`src/rtl/ram_1p_host.sv`:
```
// ram_1p_host: host-side controller for a single-port synchronous RAM with
// 1-cycle read latency. After reset it can sweep every word with InitValue,
// then it turns a valid/ready request channel into RAM cycles and returns
// one in-order response per request through a 2-entry response buffer.
// Responses for a request accepted in cycle t are visible from cycle t+1:
// the pending response bypasses the buffer when the buffer is empty, and is
// only written into the buffer when the host does not take it that cycle.
module ram_1p_host #(
   parameter int               Width       = 32,
   parameter int               Depth       = 128,
   parameter bit               InitOnReset = 1'b1,
   parameter logic [Width-1:0] InitValue   = '0,
   localparam int              Aw          = $clog2(Depth)
) (
   input  logic             clk_i,
   input  logic             rst_i,
   output logic             init_done_o,
   input  logic             host_req_valid_i,
   output logic             host_req_ready_o,
   input  logic             host_write_i,
   input  logic [Aw-1:0]    host_addr_i,
   input  logic [Width-1:0] host_wdata_i,
   input  logic [Width-1:0] host_wmask_i,
   output logic             host_rsp_valid_o,
   input  logic             host_rsp_ready_i,
   output logic [Width-1:0] host_rsp_rdata_o,
   output logic             host_rsp_err_o,
   output logic             ram_req_o,
   output logic             ram_write_o,
   output logic [Aw-1:0]    ram_addr_o,
   output logic [Width-1:0] ram_wdata_o,
   output logic [Width-1:0] ram_wmask_o,
   input  logic [Width-1:0] ram_rdata_i
);

   typedef enum logic [1:0] {
      ST_INIT = 2'd0,
      ST_DONE = 2'd1,
      ST_RUN  = 2'd2
   } state_e;

   localparam logic [Aw:0] DepthW   = (Aw+1)'(Depth);
   localparam logic [Aw:0] LastAddr = (Aw+1)'(Depth - 1);

   state_e           state_q, state_d;
   logic [Aw:0]      ctr_q, ctr_d;
   logic             init_done_q, init_done_d;

   // The pending flags describe the request accepted in the previous cycle.
   logic             pend_q, pend_d;
   logic             pend_read_q, pend_read_d;
   logic             pend_err_q, pend_err_d;

   logic [Width-1:0] buf_rdata_q [2];
   logic [Width-1:0] buf_rdata_d [2];
   logic [1:0]       buf_err_q, buf_err_d;
   logic             rd_ptr_q, rd_ptr_d;
   logic             wr_ptr_q, wr_ptr_d;
   logic [1:0]       count_q, count_d;

   logic [1:0]       occ;
   logic             in_range;
   logic             req_ready;
   logic             accept;
   logic             push;
   logic             pop;
   logic [Width-1:0] pend_rdata;

   // Request-side handshake: ready depends only on registered occupancy.
   always_comb begin
      occ       = count_q + {1'b0, pend_q};
      in_range  = ({1'b0, host_addr_i} < DepthW);
      req_ready = !rst_i && (state_q == ST_RUN) && (occ < 2'd2);
      accept    = host_req_valid_i && req_ready;
   end

   assign host_req_ready_o = req_ready;
   assign init_done_o      = init_done_q;

   // RAM port mux: sweep writes during INIT, host pass-through during RUN.
   always_comb begin
      ram_req_o   = 1'b0;
      ram_write_o = 1'b0;
      ram_addr_o  = '0;
      ram_wdata_o = '0;
      ram_wmask_o = '0;
      case (state_q)
         ST_INIT: begin
            if (!rst_i) begin
               ram_req_o   = 1'b1;
               ram_write_o = 1'b1;
               ram_addr_o  = ctr_q[Aw-1:0];
               ram_wdata_o = InitValue;
               ram_wmask_o = '1;
            end
         end
         ST_RUN: begin
            ram_req_o   = accept && in_range;
            ram_write_o = host_write_i;
            ram_addr_o  = host_addr_i;
            ram_wdata_o = host_wdata_i;
            ram_wmask_o = host_wmask_i;
         end
         default: begin
            ram_req_o = 1'b0;
         end
      endcase
   end

   // Sequencing: sweep counter through every word, one idle cycle, then serve.
   always_comb begin
      state_d     = state_q;
      ctr_d       = ctr_q;
      init_done_d = init_done_q;
      case (state_q)
         ST_INIT: begin
            ctr_d = ctr_q + {{Aw{1'b0}}, 1'b1};
            if (ctr_q == LastAddr) begin
               state_d = ST_DONE;
            end
         end
         ST_DONE: begin
            state_d     = ST_RUN;
            init_done_d = 1'b1;
         end
         ST_RUN: begin
            state_d = ST_RUN;
         end
         default: begin
            state_d = ST_RUN;
         end
      endcase
   end

   // Response path: bypass the pending response when the buffer is empty,
   // otherwise present the buffer head; push whatever the host did not take.
   always_comb begin
      pend_rdata       = pend_read_q ? ram_rdata_i : '0;
      pop              = (count_q != 2'd0) && host_rsp_ready_i;
      push             = pend_q && !((count_q == 2'd0) && host_rsp_ready_i);

      host_rsp_valid_o = 1'b0;
      host_rsp_rdata_o = '0;
      host_rsp_err_o   = 1'b0;
      if (count_q != 2'd0) begin
         host_rsp_valid_o = 1'b1;
         host_rsp_rdata_o = buf_rdata_q[rd_ptr_q];
         host_rsp_err_o   = buf_err_q[rd_ptr_q];
      end else if (pend_q) begin
         host_rsp_valid_o = 1'b1;
         host_rsp_rdata_o = pend_rdata;
         host_rsp_err_o   = pend_err_q;
      end

      buf_rdata_d = buf_rdata_q;
      buf_err_d   = buf_err_q;
      wr_ptr_d    = wr_ptr_q;
      rd_ptr_d    = rd_ptr_q;
      count_d     = count_q;
      if (push) begin
         buf_rdata_d[wr_ptr_q] = pend_rdata;
         buf_err_d[wr_ptr_q]   = pend_err_q;
         wr_ptr_d              = ~wr_ptr_q;
      end
      if (pop) begin
         rd_ptr_d = ~rd_ptr_q;
      end
      case ({push, pop})
         2'b10:   count_d = count_q + 2'd1;
         2'b01:   count_d = count_q - 2'd1;
         default: count_d = count_q;
      endcase

      pend_d      = accept;
      pend_read_d = accept && !host_write_i && in_range;
      pend_err_d  = accept && !in_range;
   end

   // State registers; reset discards every outstanding response.
   always_ff @(posedge clk_i) begin
      if (rst_i) begin
         state_q     <= InitOnReset ? ST_INIT : ST_RUN;
         ctr_q       <= '0;
         init_done_q <= !InitOnReset;
         pend_q      <= 1'b0;
         pend_read_q <= 1'b0;
         pend_err_q  <= 1'b0;
         buf_rdata_q <= '{default: '0};
         buf_err_q   <= '0;
         rd_ptr_q    <= 1'b0;
         wr_ptr_q    <= 1'b0;
         count_q     <= 2'd0;
      end else begin
         state_q     <= state_d;
         ctr_q       <= ctr_d;
         init_done_q <= init_done_d;
         pend_q      <= pend_d;
         pend_read_q <= pend_read_d;
         pend_err_q  <= pend_err_d;
         buf_rdata_q <= buf_rdata_d;
         buf_err_q   <= buf_err_d;
         rd_ptr_q    <= rd_ptr_d;
         wr_ptr_q    <= wr_ptr_d;
         count_q     <= count_d;
      end
   end

endmodule
```
`config.mk`:
```
export PLATFORM = sky130hd
export DESIGN_NAME = ram_1p_host
export DESIGN_NICKNAME = d
export VERILOG_FILES = /design/src/rtl/ram_1p_host.sv
export SDC_FILE = /design/constraint.sdc
export NUM_CORES = 1
export LEC_CHECK = 0
export ABC_AREA = 1
export CAP_MARGIN = 20
export CORE_ASPECT_RATIO = 2
export CORE_MARGIN = 2
export CORE_UTILIZATION = 30
export CTS_CLUSTER_SIZE = 28
export DETAILED_ROUTE_END_ITERATION = 8
export HOLD_SLACK_MARGIN = 0.06
export PLACE_DENSITY_LB_ADDON = 0.12
export SLEW_MARGIN = 0
export SYNTH_ARGS = -nofsm -noshare
export SYNTH_HDL_FRONTEND = slang
export SYNTH_SLANG_ARGS = --single-unit
```
`constraint.sdc`:
```
create_clock -name clk_i -period 1.6 [get_ports clk_i]
set_clock_uncertainty 0.05 [all_clocks]
set_input_delay 0.24 -clock clk_i [delete_from_list [all_inputs] [get_ports clk_i]]
set_output_delay 0.24 -clock clk_i [all_outputs]
set_load 0.005 [all_outputs]
```
==> run metrics <==
Slew @ Worst Pin 0.6262 ns; routed len/inst 15.27 um; Slew headroom 58.25%; WL final 20,450 um; Final Cycle Share 114.7%; Setup Slack @ Placement -0.4931 ns; TritonCTS clock tree yes; # rows 66; Worst setup SP type register; max-slew violation count 0; peak supply drop 0.5216 mV; GPL Wtd Cong 0.9711; final hold violations 0; Final ANT Viol Nets 0; ant diodes 0; Vias/cell 4.656; CTS Root Cell clkbuf_16; synthesis-stage register bit count 83; Die Wd 94.38 um; minimum clock period 1.835 ns; CTS max path bufs 2; Skew-Pair Late Insertion Delay 0.33 ns; GRT overflow 0; Num CTS Buffers 9; synthesized area 4901 um2; Setup-failing EPs final 167; synth cell count leaders nand2_1 (262), inv_1 (123), nor2_1 (113), a21oi_1 (98), dfxtp_1 (83); dpl hpwl 12,690 um; synth top area cells dfxtp_1 (34%), nand2_1 (20%), a21oi_1 (10%), inv_1 (9.4%), nor2_1 (8.7%); # port buffers 216; Vias 6,235; status complete, but fails checks; share of post-route cells with drive strength above 1 35.95%; Area Growth Syn to Fin 87.64%; first-pass GRT wire length 27,990 um; Yosys top cell area share 33.90%; Initial Util 30.44%; synth unique cells 22; worst-path fanout max 12; 1st-iter DRT viols 232; nets@finish 1,240; CTS sink cnt 83; f_max 0.5450 GHz; drt drc 0; Leakage 4.425 nW; Total GRT Usage 20.25%; Tightest Hold Check Type register to register; maxcap violations 0; initial antenna violation count 0; Seq/Total Area, Yosys 33.90%; final core occ 57.11%; largest net degree at the start of global routing 54; biggest area consumer among synthesized cells dfxtp_1; CP Capture Type register; RSZ-0062 raised after global routing true; Final TNS setup -24.61 ns; IO Count 217; critical path class register to register; DR pass1 iterations 4; Pwr Density 530.8 nW/um2; Worst Path Arrival 2.01 ns; syn nets 949; total power 4.882 mW; die area 17,440 um2; Syn Inst Count 839; Die Ht 184.8 um; Fillers 1,587; Syn Area/Cell 5.841 um2; failing checks negative setup slack; EDFF count, synth 0; Async S/R FF share, synth 0%; worst endpoint required time 1.77 ns; number of H-tree levels 3; Main synth FF type dfxtp_1; vias in the first global route 5,423; Reg clk slew, reported paths 0.06 ns; Core Area 16,100 um2; yosys warns 0; most common cell in the synthesized netlist nand2_1; setup ws final -0.2348 ns; Hold Slack 0.3855 ns
## kinds of logic (layout without fill, tap and decap cells)
kind of cell | after synthesis | in the layout | share of synthesized area [%]
AND/OR/NAND/NOR | 399 | 399 | 32.50
buffers and inverters | 180 | 476 | 15.16
AO/OA/AOI/OAI | 175 | 175 | 17.92
flip-flops | 83 | 83 | 33.90
adder cells (fa/ha/maj) | 2 | 2 | 0.5105
## metrics by stage
stage | instances | cell area, um2
2_1_floorplan | 839 | 4901
3_5_place_dp | 1281 | 7774
4_1_cts | 1312 | 8280
3_3_place_gp | 1281 | 7774
6_report | 1339 | 9196
5_1_grt | 1339 | 9196
## final timing paths
kind	start	endpoint	slack, ns	cells after the start
setup reg to reg	count_q[0]	buf_rdata_q[8]	-0.23	10
hold reg to reg	buf_err_q[1]	buf_err_q[1]	0.39	2
hold / removal	buf_err_q[1]	buf_err_q[1]	0.39	2
setup / recovery	count_q[0]	buf_rdata_q[8]	-0.23	10
## worst max-delay path, stage by stage (launching register included)
cell	delay [ns]
dfxtp_4	0.38
nor2_8	0.06
buf_12	0.14
clkbuf_16	0.16
buf_8	0.13
nand2_8	0.05
buf_8	0.12
nand3_4	0.10
bufbuf_16	0.31
a21oi_1	0.15
nor2_1	0.07
## cell usage in the layout (no fill, tap or decap), types with 4 or more instances in the layout
cell type / count
clkdlybuf4s50_1: 107
clkbuf_2: 14
a21oi_2: 30
buf_2: 67
buf_4: 65
nor2_1: 91
nand2_4: 24
clkbuf_16: 22
nand4_1: 6
o21ai_0: 10
o21ai_1: 38
inv_1: 119
nand2_1: 200
inv_2: 4
dfxtp_4: 4
buf_8: 6
nand2_2: 36
buf_6: 40
nor2_4: 12
nand3_1: 6
nor2_2: 11
dfxtp_1: 76
o21ai_2: 28
a21oi_1: 68
nand3_2: 4
buf_12: 17
## layout make-up
type / count / area (um2) / share of cell area [%]
sequential: 83 / 1680 / 18.27
tap: 204 / 255.2 / 2.776
clock inverter: 6 / 72.57 / 0.7891
timing repair buffer: 335 / 3306 / 35.95
multi-input combinational: 576 / 3164 / 34.41
clock buffer: 10 / 239.0 / 2.599
inverter: 125 / 479.2 / 5.211
## layer usage
metal	share of wire, %	GRT usage [%]	routed length [um]
met3	6.8	4.865	1387
met4	2.2	4.928	454
met2	50	32.46	10210
met1	41	27.32	8395
met5	0	0	0
## state kept, by name, summed over array words and instances, names as in the netlist
signal and flops:
buf_rdata_q 64, ctr_q 8, buf_err_q 2, count_q 2
state_q 2, init_done_o 1, pend_q 1, pend_read_q 1
rd_ptr_q 1, wr_ptr_q 1
## timing repair
action | in CTS | in global routing
pin swaps | 5 | 77
hold buffers | 0 | 0
endpoints found under the setup margin | 177 | 173
buffers inserted | 10 | 18
cloned | 5 | 17
gates resized for setup | 390 | 365
## report_power, final
| part | switching, mW | leakage [nW] | internal [mW] |
|---|---|---|---|
| combinational | 0.253 | 3.60 | 0.418 |
| sequential | 0.00463 | 0.674 | 2.06 |
| clock | 0.873 | 0.150 | 1.27 |
| total | 1.13 | 4.43 | 3.75 |
No activity file was read; power rests on OpenSTA's default activity.
